===== config.mk =====
export PLATFORM = sky130hd
export DESIGN_NAME = sync_fifo_param_flat
export DESIGN_NICKNAME = d
export VERILOG_FILES = /design/src/rtl/sync_fifo_param_if.sv /design/src/rtl/sync_fifo_param.sv /design/src/flat_wrapper.sv
export SDC_FILE = /design/constraint.sdc
export NUM_CORES = 1
export LEC_CHECK = 0
export ABC_AREA = 0
export CORE_MARGIN = 1
export CORE_UTILIZATION = 40
export DETAILED_ROUTE_END_ITERATION = 6
export GPL_TIMING_DRIVEN = 0
export PLACE_DENSITY = 0.66
export SYNTH_ARGS = -nofsm -noshare
export SYNTH_HDL_FRONTEND = slang
export SYNTH_SLANG_ARGS = --single-unit

===== constraint.sdc =====
create_clock -name clk -period 3.7 [get_ports clk]
set_input_delay 0.37 -clock clk [delete_from_list [all_inputs] [get_ports clk]]
set_output_delay 0.37 -clock clk [all_outputs]
set_load 0.1 [all_outputs]

===== src/rtl/sync_fifo_param_if.sv =====
// ---------------------------------------------------------------------------
// sync_fifo_param_if -- handshake/status bundle for sync_fifo_param.
//   master : the FIFO user; drives write/read requests, write data, error
//            clear and the almost-full/almost-empty thresholds.
//   slave  : the FIFO itself; drives read data, data_valid, occupancy,
//            status flags and sticky error flags.
// ---------------------------------------------------------------------------
interface sync_fifo_param_if #(
  parameter int DATA_W = 8,
  parameter int ADDR_W = 4
);
  logic              write;
  logic              read;
  logic [DATA_W-1:0] data_in;
  logic              clr_err;
  logic [ADDR_W:0]   afull_thresh;
  logic [ADDR_W:0]   aempty_thresh;

  logic [DATA_W-1:0] data_out;
  logic              data_valid;
  logic [ADDR_W:0]   level;
  logic              is_full;
  logic              is_empty;
  logic              almost_full;
  logic              almost_empty;
  logic              overflow;
  logic              underflow;

  modport master (
    output write, read, data_in, clr_err, afull_thresh, aempty_thresh,
    input  data_out, data_valid, level, is_full, is_empty,
           almost_full, almost_empty, overflow, underflow
  );

  modport slave (
    input  write, read, data_in, clr_err, afull_thresh, aempty_thresh,
    output data_out, data_valid, level, is_full, is_empty,
           almost_full, almost_empty, overflow, underflow
  );
endinterface


===== src/rtl/sync_fifo_param.sv =====
// ---------------------------------------------------------------------------
// sync_fifo_param -- single-clock FIFO, DEPTH = 2**ADDR_W words of DATA_W bits.
//   clk  : sole clock, all state updates on the rising edge
//   rst  : synchronous active-high reset
//   bus  : sync_fifo_param_if.slave
//          write/read/data_in requests, registered data_out with a one-cycle
//          data_valid pulse, level (0..DEPTH), full/empty/almost flags and
//          sticky overflow/underflow errors cleared by clr_err.
// Pointers carry one extra wrap bit so full and empty are distinguishable.
// A write into a full FIFO is accepted when a read is accepted in the same
// cycle; a read of an empty FIFO is always rejected (no fall-through).
// ---------------------------------------------------------------------------
module sync_fifo_param #(
  parameter int DATA_W = 8,
  parameter int ADDR_W = 4
) (
  input  logic              clk,
  input  logic              rst,
  sync_fifo_param_if.slave  bus
);
  localparam int DEPTH = 2 ** ADDR_W;

  logic [ADDR_W:0]   wptr;
  logic [ADDR_W:0]   rptr;
  logic [DATA_W-1:0] mem [DEPTH];
  logic [DATA_W-1:0] data_out_q;
  logic              data_valid_q;
  logic              overflow_q;
  logic              underflow_q;

  logic              full;
  logic              empty;
  logic              rd_acc;
  logic              wr_acc;
  logic [ADDR_W:0]   level;

  // Full: same slot, opposite lap. Empty: identical pointers.
  assign full   = (wptr[ADDR_W] != rptr[ADDR_W]) &&
                  (wptr[ADDR_W-1:0] == rptr[ADDR_W-1:0]);
  assign empty  = (wptr == rptr);
  assign level  = wptr - rptr;

  assign rd_acc = bus.read & ~empty;
  // A concurrent accepted read frees the slot this write lands in.
  assign wr_acc = bus.write & (~full | rd_acc);

  // NOTE: storage has no reset; stale contents are unreachable once the
  // pointers are zeroed, and leaving it out keeps it mappable to RAM.
  always_ff @(posedge clk) begin
    if (wr_acc && !rst) begin
      mem[wptr[ADDR_W-1:0]] <= bus.data_in;
    end
  end

  // NOTE: sequential state uses non-blocking assignments so every register
  // samples the pre-edge values regardless of statement order.
  always_ff @(posedge clk) begin
    if (rst) begin
      wptr         <= '0;
      rptr         <= '0;
      data_out_q   <= '0;
      data_valid_q <= 1'b0;
      overflow_q   <= 1'b0;
      underflow_q  <= 1'b0;
    end else begin
      if (wr_acc) wptr <= wptr + 1'b1;
      if (rd_acc) begin
        rptr       <= rptr + 1'b1;
        data_out_q <= mem[rptr[ADDR_W-1:0]];
      end
      data_valid_q <= rd_acc;
      // Set has priority over clear.
      overflow_q   <= (bus.write & ~wr_acc) | (overflow_q  & ~bus.clr_err);
      underflow_q  <= (bus.read  & ~rd_acc) | (underflow_q & ~bus.clr_err);
    end
  end

  assign bus.data_out     = data_out_q;
  assign bus.data_valid   = data_valid_q;
  assign bus.level        = level;
  assign bus.is_full      = full;
  assign bus.is_empty     = empty;
  assign bus.almost_full  = (level >= bus.afull_thresh);
  assign bus.almost_empty = (level <= bus.aempty_thresh);
  assign bus.overflow     = overflow_q;
  assign bus.underflow    = underflow_q;
endmodule


===== src/flat_wrapper.sv =====
// flat-port wrapper written by rule: the top's interface ports become plain ports
module sync_fifo_param_flat 
#(
  parameter int DATA_W = 8,
  parameter int ADDR_W = 4
)
  (clk, rst, bus_write, bus_read, bus_data_in, bus_clr_err, bus_afull_thresh, bus_aempty_thresh, bus_data_out, bus_data_valid, bus_level, bus_is_full, bus_is_empty, bus_almost_full, bus_almost_empty, bus_overflow, bus_underflow);
  sync_fifo_param_if #(.DATA_W(DATA_W), .ADDR_W(ADDR_W)) bus_i ();
  input  logic clk;
  input  logic rst;
  input wire logic [$bits(bus_i.write)-1:0] bus_write;
  input wire logic [$bits(bus_i.read)-1:0] bus_read;
  input wire logic [$bits(bus_i.data_in)-1:0] bus_data_in;
  input wire logic [$bits(bus_i.clr_err)-1:0] bus_clr_err;
  input wire logic [$bits(bus_i.afull_thresh)-1:0] bus_afull_thresh;
  input wire logic [$bits(bus_i.aempty_thresh)-1:0] bus_aempty_thresh;
  output wire logic [$bits(bus_i.data_out)-1:0] bus_data_out;
  output wire logic [$bits(bus_i.data_valid)-1:0] bus_data_valid;
  output wire logic [$bits(bus_i.level)-1:0] bus_level;
  output wire logic [$bits(bus_i.is_full)-1:0] bus_is_full;
  output wire logic [$bits(bus_i.is_empty)-1:0] bus_is_empty;
  output wire logic [$bits(bus_i.almost_full)-1:0] bus_almost_full;
  output wire logic [$bits(bus_i.almost_empty)-1:0] bus_almost_empty;
  output wire logic [$bits(bus_i.overflow)-1:0] bus_overflow;
  output wire logic [$bits(bus_i.underflow)-1:0] bus_underflow;
  assign bus_i.write = bus_write;
  assign bus_i.read = bus_read;
  assign bus_i.data_in = bus_data_in;
  assign bus_i.clr_err = bus_clr_err;
  assign bus_i.afull_thresh = bus_afull_thresh;
  assign bus_i.aempty_thresh = bus_aempty_thresh;
  assign bus_data_out = bus_i.data_out;
  assign bus_data_valid = bus_i.data_valid;
  assign bus_level = bus_i.level;
  assign bus_is_full = bus_i.is_full;
  assign bus_is_empty = bus_i.is_empty;
  assign bus_almost_full = bus_i.almost_full;
  assign bus_almost_empty = bus_i.almost_empty;
  assign bus_overflow = bus_i.overflow;
  assign bus_underflow = bus_i.underflow;
  sync_fifo_param #(.DATA_W(DATA_W), .ADDR_W(ADDR_W)) u_core (.clk(clk), .rst(rst), .bus(bus_i));
endmodule

Word-level counts from Yosys, hierarchy flattened
Memories as Yosys holds them, arrays and structs flattened. A register that Yosys moved wholly into a read port is not among the register bits. Index checks and enable logic that the tools add are counted.

Bitwise logic cells: 14. Equality and inequality tests: 3. Multiplexer cells: 2. Add/sub/neg operators: 3. Order comparisons: 2. Reductions and logical operators: 3.

Operators with widths (count): $add 5x1->5 const B (2); $and 1x1->1 (6); $eq 5x5->1 (1); $ge 5x5->1 (1); $le 5x5->1 (1); $not 1->1 (5); $sub 5x5->5 (1); $eq 4x4->1 (1); $or 1x1->1 (3); $logic_and 1x1->1 (2); $mux 1 (2); $logic_not 1->1 (1); $ne 1x1->1 (1).

Logic and storage cells: 33. Memories: 1. Flip-flop bits (word level): 13. Output and inout port bits: 20. Bits in writable memories: 128. Input bits: 23.

Memory list: u_core.mem (depth 16, width 8, rd ports 1, clocked after Yosys merged registers in 1, wr ports 1, line sync_fifo_param.sv:25) `logic [DATA_W-1:0] mem [DEPTH];`.

Depth between registers and ports, before layout
Gate-level depths: netlist of the first run.

Word-level depth: 8. Depth in mapped cells: 10. Gate-level depth less buffers: 10.

Worst setup path before layout of the first run
OpenSTA, ideal clock, no wires.

Kind: register -> output. Start: reg u_core.rptr[1]. End: out bus_almost_empty. Data required time: 3.330 ns. Path buffers: 1. Setup slack: -1.606 ns. Stages on the path, launching flop included: 11. Arrival: 4.936 ns. Cells stage by stage: dfxtp_1 buf_2 inv_1 ha_1 a21o_1 a21oi_1 xnor2_1 ha_1 o21a_1 o21a_1 o22ai_1.

Word-level cells in the longest chain between the ends: 2.

RTL lines: from (decl) (line sync_fifo_param.sv:24) `logic [ADDR_W:0] rptr;`; from (signal assigned) (line sync_fifo_param.sv:68) `rptr <= rptr + 1'b1;`; $sub 5x5->5 (line sync_fifo_param.sv:41) `assign level = wptr - rptr;`; named net bus_level[3] (line flat_wrapper.sv:19) `output wire logic [$bits(bus_i.level)-1:0] bus_level;`; $le 5x5->1 (line sync_fifo_param.sv:84) `assign bus.almost_empty = (level <= bus.aempty_thresh);`; to (decl) (line flat_wrapper.sv:23) `output wire logic [$bits(bus_i.almost_empty)-1:0] bus_almost_empty;`.

The timed path passes the listed nets, and every way through them passes these cells.

Worst setup path in the final report of the first run
Start: reg u_core.rptr[1]. End: out bus_almost_empty.

Word-level cells in the longest chain between the ends: 2.

RTL lines (line): $sub 5x5->5 (sync_fifo_param.sv:41); $le 5x5->1 (sync_fifo_param.sv:84).

Every way passes these cells.

==> impl_metrics.toml, run 1 <==
[outcome]
status = "finished clean"

[sta]
tightest_slew_ns = 1.24
period_share = 0.947
max_freq_ghz = 0.286
worst_slack_ns = 0.198
setup_viol = 0
rsz0062_at_grt = "false"
hold_viol = 0
fin_worst_skew_ns = 0.00641
fin_setup_tns_ns = 0
period_needed_ns = 3.50
drv_slew = 0
slew-limit-headroom = 0.169

[setup_path]
crit_path_top_delay_cell = "fa_1"
r2r_slack_ns = 0.47
endpoint_kind = "output pin"
arrival_ns = 3.13
worstSetupStartpointType = "register"
critPathKind = "register to output pin"
required_ns = 3.33
r2r_cells = 8
crit_chain = "buf_2 > inv_1 > fa_1 > a21o_1 > a21oi_2 > xnor2_4 > ha_1 > nand2_1 > o22ai_4 > buf_4"
slowest_delay_ns = 0.55
cp_max_fo = 8
r2r_start = "u_core.rptr[1]"
r2r-end = "u_core.mem[1][3]"

[synthesis]
yosysMostFrequentCell = "edfxtp_1"
yosys.area.top_type_share = 0.624
ys_top_cells_by_area = "edfxtp_1 62%, dfxtp_1 6.8%, mux4_2 5.9%, mux2i_1 5.2%, ha_1 3.9%"
synth_warnings = 0
syn-cell-area_mm2 = 0.00616
ys_async_sr_fraction = 0
yosys-top-cells-count = "128 x edfxtp_1, 46 x nor2_1, 32 x mux2i_1, 21 x dfxtp_1, 19 x ha_1"
synth_edf_count = 128
syn_area_per_cell_um2 = 15.8
synthCells = 389
synth_largest_area_cell = "edfxtp_1"
synth_nets = 432
synth_cell_types = 34
synth_seq_cells = 149
ys.flop_type = "edfxtp_1"
seq_area_frac_synth = 0.693

[floorplanning]
core_area_mm2 = 0.0148
fp.dieArea_mm2 = 0.0159
io_pins = 43
placement_rows = 44
fp.dieH_um = 126
start_util = 0.417
die_x_um = 126

[global_routing]
grt_max_degree = 17
gr-total-overflow = 0
globalRouteTotalUtil = 0.169
antenna_found_initial = 0
grt_pass1_vias = 3595
grt_first_pass_wirelength_um = 19500

[route]
wire_per_inst_um = 19.6
met1_length_um = 5630
dr.first_iter.drc_count = 300
wl_met3_um = 661
top_layer = "met4"
viasPerCell = 5.42
drc_errors = 0
antenna_left = 0
dr.pass1.iters = 5
dr_wl_met2_um = 6200
vias = 3507
wirelength_um = 12700

[flow_run]
drv_cap = 0

[clock_network]
cts.clk_slew.worst_paths_ns = 0.06
cts.sinks = 149
hold_buffers = 0
cts_buffer_depth = 2
cts_root_buf = "clkbuf_16"
cts.htree.levels = 4
cts_tree = "done"
cts_made_buffers = 17
clk_latency_ns = 0.42

[final_layout]
finalNetCount = 493
diodes = 0
fill_cells = 1224
final_util = 0.504
drive_above_1_share = 0.140
synthToLayoutAreaGrowth_pct = 20.8

[placement]
pre_cts_slack_ns = -0.344
gp_congestion = 0.786
portBuffers = 42
dpl.hpwl_um = 8520

[min_path]
hold_depth = 2
min_to = "u_core.bus.data_out[7]"
worstHoldStart = "u_core.bus.data_out[7]"
holdCritPathClass = "register to register"

[power_and_ir_drop]
leakagePower_nw = 2.46
ir_worst_vdd_mv = 0.358
cellPowerDensity_mw_per_mm2 = 620
## cell families (layout without fill, tap and decap cells)
logic type | Yosys count | count (layout) | synth area share
flops | 149 | 149 | 0.693
simple gates | 80 | 80 | 0.0581
compound gates | 51 | 51 | 0.0563
mux | 48 | 48 | 0.111
buf+inv | 30 | 104 | 0.0248
fa+ha+maj | 20 | 20 | 0.0419
xor+xnor | 11 | 11 | 0.0157
## state kept, by name, indices dropped and copies added (netlist names)
register               flops
u_core.bus.data_out        8
u_core.bus.data_valid      1
u_core.bus.overflow        1
u_core.bus.underflow       1
u_core.mem               128
u_core.rptr                5
u_core.wptr                5
## worst max-delay path: cells and delay by family, from the launching register on
kind,cells,cell delay [ns]
XOR/XNOR,1,0.10
AO/OA/AOI/OAI,3,0.61
flip-flops,1,0.34
AND/OR/NAND/NOR,1,0.09
adder cells (fa/ha/maj),2,0.88
buffers and inverters,3,0.70
## repair_timing
item | CTS | global route
resized for setup | 12 | 3
gates cloned | 0 | 0
endpoints found under the setup margin | 3 | 4
setup buffers | 0 | 0
## stage by stage
stage	instance area [um^2]	hold slack, ns	instances	power [mW]
finish	7430	0.500	647	4.61
global route	7430	0.535	647	4.76
CTS	7430	0.499	647	4.64
detailed placement	6870	0.492	615	3.04
global placement	6870	0.482	615	3.01
floorplan	6220	0.442	389	2.77
## worst max-delay path by stage
stage | slack (ns) | depth (start not counted) | startpoint | endpoint
CTS | 0.03 | 7 | u_core.rptr[1] | bus_level[4]
finish | 0.20 | 10 | u_core.rptr[1] | bus_almost_empty
floorplan | -0.03 | 9 | u_core.rptr[1] | bus_almost_empty
global route | 0.05 | 10 | u_core.rptr[1] | bus_almost_empty
detailed placement | -0.34 | 10 | u_core.rptr[1] | bus_almost_empty
global placement | -0.28 | 10 | u_core.rptr[1] | bus_almost_empty
## area by class of cell
cell class | count | area [um^2] | share of cell area
inverters | 15 | 56.3 | 0.00757
plain buffers | 15 | 96.3 | 0.0130
well taps | 184 | 230 | 0.0310
clock inverters | 14 | 136 | 0.0183
flip-flops and latches | 149 | 4260 | 0.574
repair buffers | 42 | 415 | 0.0559
clock buffers | 18 | 429 | 0.0577
multi-input cells | 210 | 1810 | 0.243
## routing by layer
metal	GRT usage	vias to the layer above
li1	-	1622
met1	0.215	1744
met5	0	-
met3	0.0365	18
met2	0.279	123
met4	0.0758	0
## where the power goes
group / internal (mW) / total [mW] / switching [mW]
combinational: 0.359 / 1.10 / 0.740
clock: 0.983 / 1.63 / 0.642
sequential: 1.86 / 1.89 / 0.0232
total: 3.20 / 4.61 / 1.41
## cell usage in the layout, fill, tap and decap left out, types with 3 or more instances in the layout
cell type        count
mux2i_1             32
nor3_1               5
nand2_1              8
a22oi_1              8
o22ai_1             16
clkbuf_16           17
clkbuf_1             5
buf_6                3
buf_2                6
inv_1               14
a311oi_1             8
nand2b_1             3
o21a_1               3
a21oi_1              7
ha_1                19
clkdlybuf4s50_1     38
xor2_1               3
edfxtp_1           128
mux4_2              16
nand4_1              4
xnor2_1              5
buf_4                4
clkinvlp_4           5
nor2_1              46
clkinv_1             3
nor2b_1              5
nand3_1              4
dfxtp_1             21
No activity file was read; power rests on OpenSTA's default activity.
==> run 2: changes to the inputs <==
CORE_MARGIN = 2   (was 1)
==> run 2 against run 1 <==
Effect of this change: final area is 0.96% lower; power is 4.4% lower; first-iteration DRC count is 22% lower; hold slack better by 0.0055 ns; highest routed layer unchanged.
==> impl_metrics.toml, run 2 (synthesis gave the netlist of run 1 again) <==
[setup_path]
critPathKind = "register to output pin"
arrival_ns = 3.21
worstSetupStartpointType = "register"
endpoint_kind = "output pin"
required_ns = 3.33
cp_max_fo = 8

[clock_network]
cts_tree = "done"
cts_root_buf = "clkbuf_16"
cts.htree.levels = 4
post_cts_buffers = 0
cts_buffer_depth = 2
hold_buffers = 0
clk_latency_ns = 0.42
cts.sinks = 149
cts.clk_slew.worst_paths_ns = 0.06
cts_made_buffers = 17

[floorplanning]
die_x_um = 128
placement_rows = 45
io_pins = 43
fp.dieArea_mm2 = 0.0164
start_util = 0.406
fp.dieH_um = 128
core_area_mm2 = 0.0151

[sta]
fin_setup_tns_ns = 0
drv_slew = 0
hold_viol = 0
tightest_slew_ns = 1.23
period_needed_ns = 3.58
max_freq_ghz = 0.279
rsz0062_at_grt = "false"
fin_worst_skew_ns = 0.0116
setup_viol = 0
slew-limit-headroom = 0.177
period_share = 0.967

[route]
dr.first_iter.drc_count = 234
drc_errors = 0
wire_per_inst_um = 20.1
viasPerCell = 5.39
wirelength_um = 13100
dr.pass1.iters = 5
antenna_left = 0
vias = 3504

[final_layout]
final_cell_mix = "128 x edfxtp_1, 46 x nor2_1, 38 x clkdlybuf4s50_1"
synthToLayoutAreaGrowth_pct = 19.6
drive_above_1_share = 0.128
instances_no_fill = 650
finalNetCount = 495
final_common_cell = "edfxtp_1"
diodes = 0
largest_register_ffs = 128

[global_routing]
grt_max_degree = 17
globalRouteTotalUtil = 0.171
grt_first_pass_wirelength_um = 20000
grt_pass1_vias = 3481
gr-total-overflow = 0
antenna_found_initial = 0

[placement]
gp_congestion = 0.766
portBuffers = 42
dpl.hpwl_um = 8740
place_inst = 619

[power_and_ir_drop]
leakagePower_nw = 2.44
cellPowerDensity_mw_per_mm2 = 599
ir_worst_vdd_mv = 0.375
p_total_mw = 4.41

[outcome]
status = "finished clean"

[min_path]
holdCritPathClass = "register to register"

[flow_run]
drv_cap = 0
## run 2: changes by cell type in the layout (fill, tap and decap cells not counted), moves of 2 or more
cell,previous run,this run
bufinv_16,2,0
clkinv_1,3,5
clkinvlp_4,5,1
clkbuf_1,5,7
## run 2: worst max-delay path: stages (launching register included)
cell and delay, ns:
dfxtp_1 0.34, buf_2 0.21, inv_1 0.14, fa_1 0.54, a21o_1 0.20, a21oi_1 0.34
xnor2_4 0.17, clkdlybuf4s15_1 0.85
## run 2: per-stage QoR
stage               cell area [um^2]  setup WS (ns)  utilization  hold slack (ns)
floorplan                       6220        -0.0303            -            0.442
global placement                6870         -0.249        0.454            0.484
detailed placement              6870         -0.267        0.454            0.496
CTS                             7350        0.00903        0.485            0.504
global route                    7360        0.00345        0.486            0.539
finish                          7360          0.121        0.486            0.505
## run 2: final timing paths
check,from,to,slack (ns),cells after the start
setup / recovery,u_core.rptr[1],bus_level[4],0.12,7
hold / removal,u_core.wptr[4],u_core.wptr[4],0.51,2
setup reg to reg,u_core.rptr[1],u_core.mem[1][4],0.53,8
hold reg to reg,u_core.wptr[4],u_core.wptr[4],0.51,2
## run 2: cell type report
| cell class | count | area [um^2] |
|---|---|---|
| plain buffers | 15 | 96.3 |
| clock buffers | 20 | 437 |
| clock inverters | 9 | 41.3 |
| fillers | 1285 | 7780 |
| inverters | 15 | 56.3 |
| multi-input cells | 210 | 1800 |
| flip-flops and latches | 149 | 4260 |
| well taps | 188 | 235 |
| repair buffers | 44 | 430 |
## run 2: routing by layer
layer / GRT usage / routed length (um) / vias to the layer above
met3: 0.0484 / 1110 / 7
met4: 0.0524 / 101 / 0
met2: 0.273 / 6370 / 127
met5: 0 / 0 / -
li1: - / - / 1622
met1: 0.228 / 5500 / 1748
## run 2: what timing repair did
action                                  CTS  global route
hold endpoints to repair                  0             0
resized for setup                        11             3
endpoints found under the setup margin    3             3
## run 2: report_power, final
| group | switching (mW) | leakage [nW] | internal, mW |
|---|---|---|---|
| Sequential | 0.0304 | 1.32 | 1.86 |
| Clock | 0.590 | 0.233 | 0.826 |
| Combinational | 0.741 | 0.880 | 0.358 |
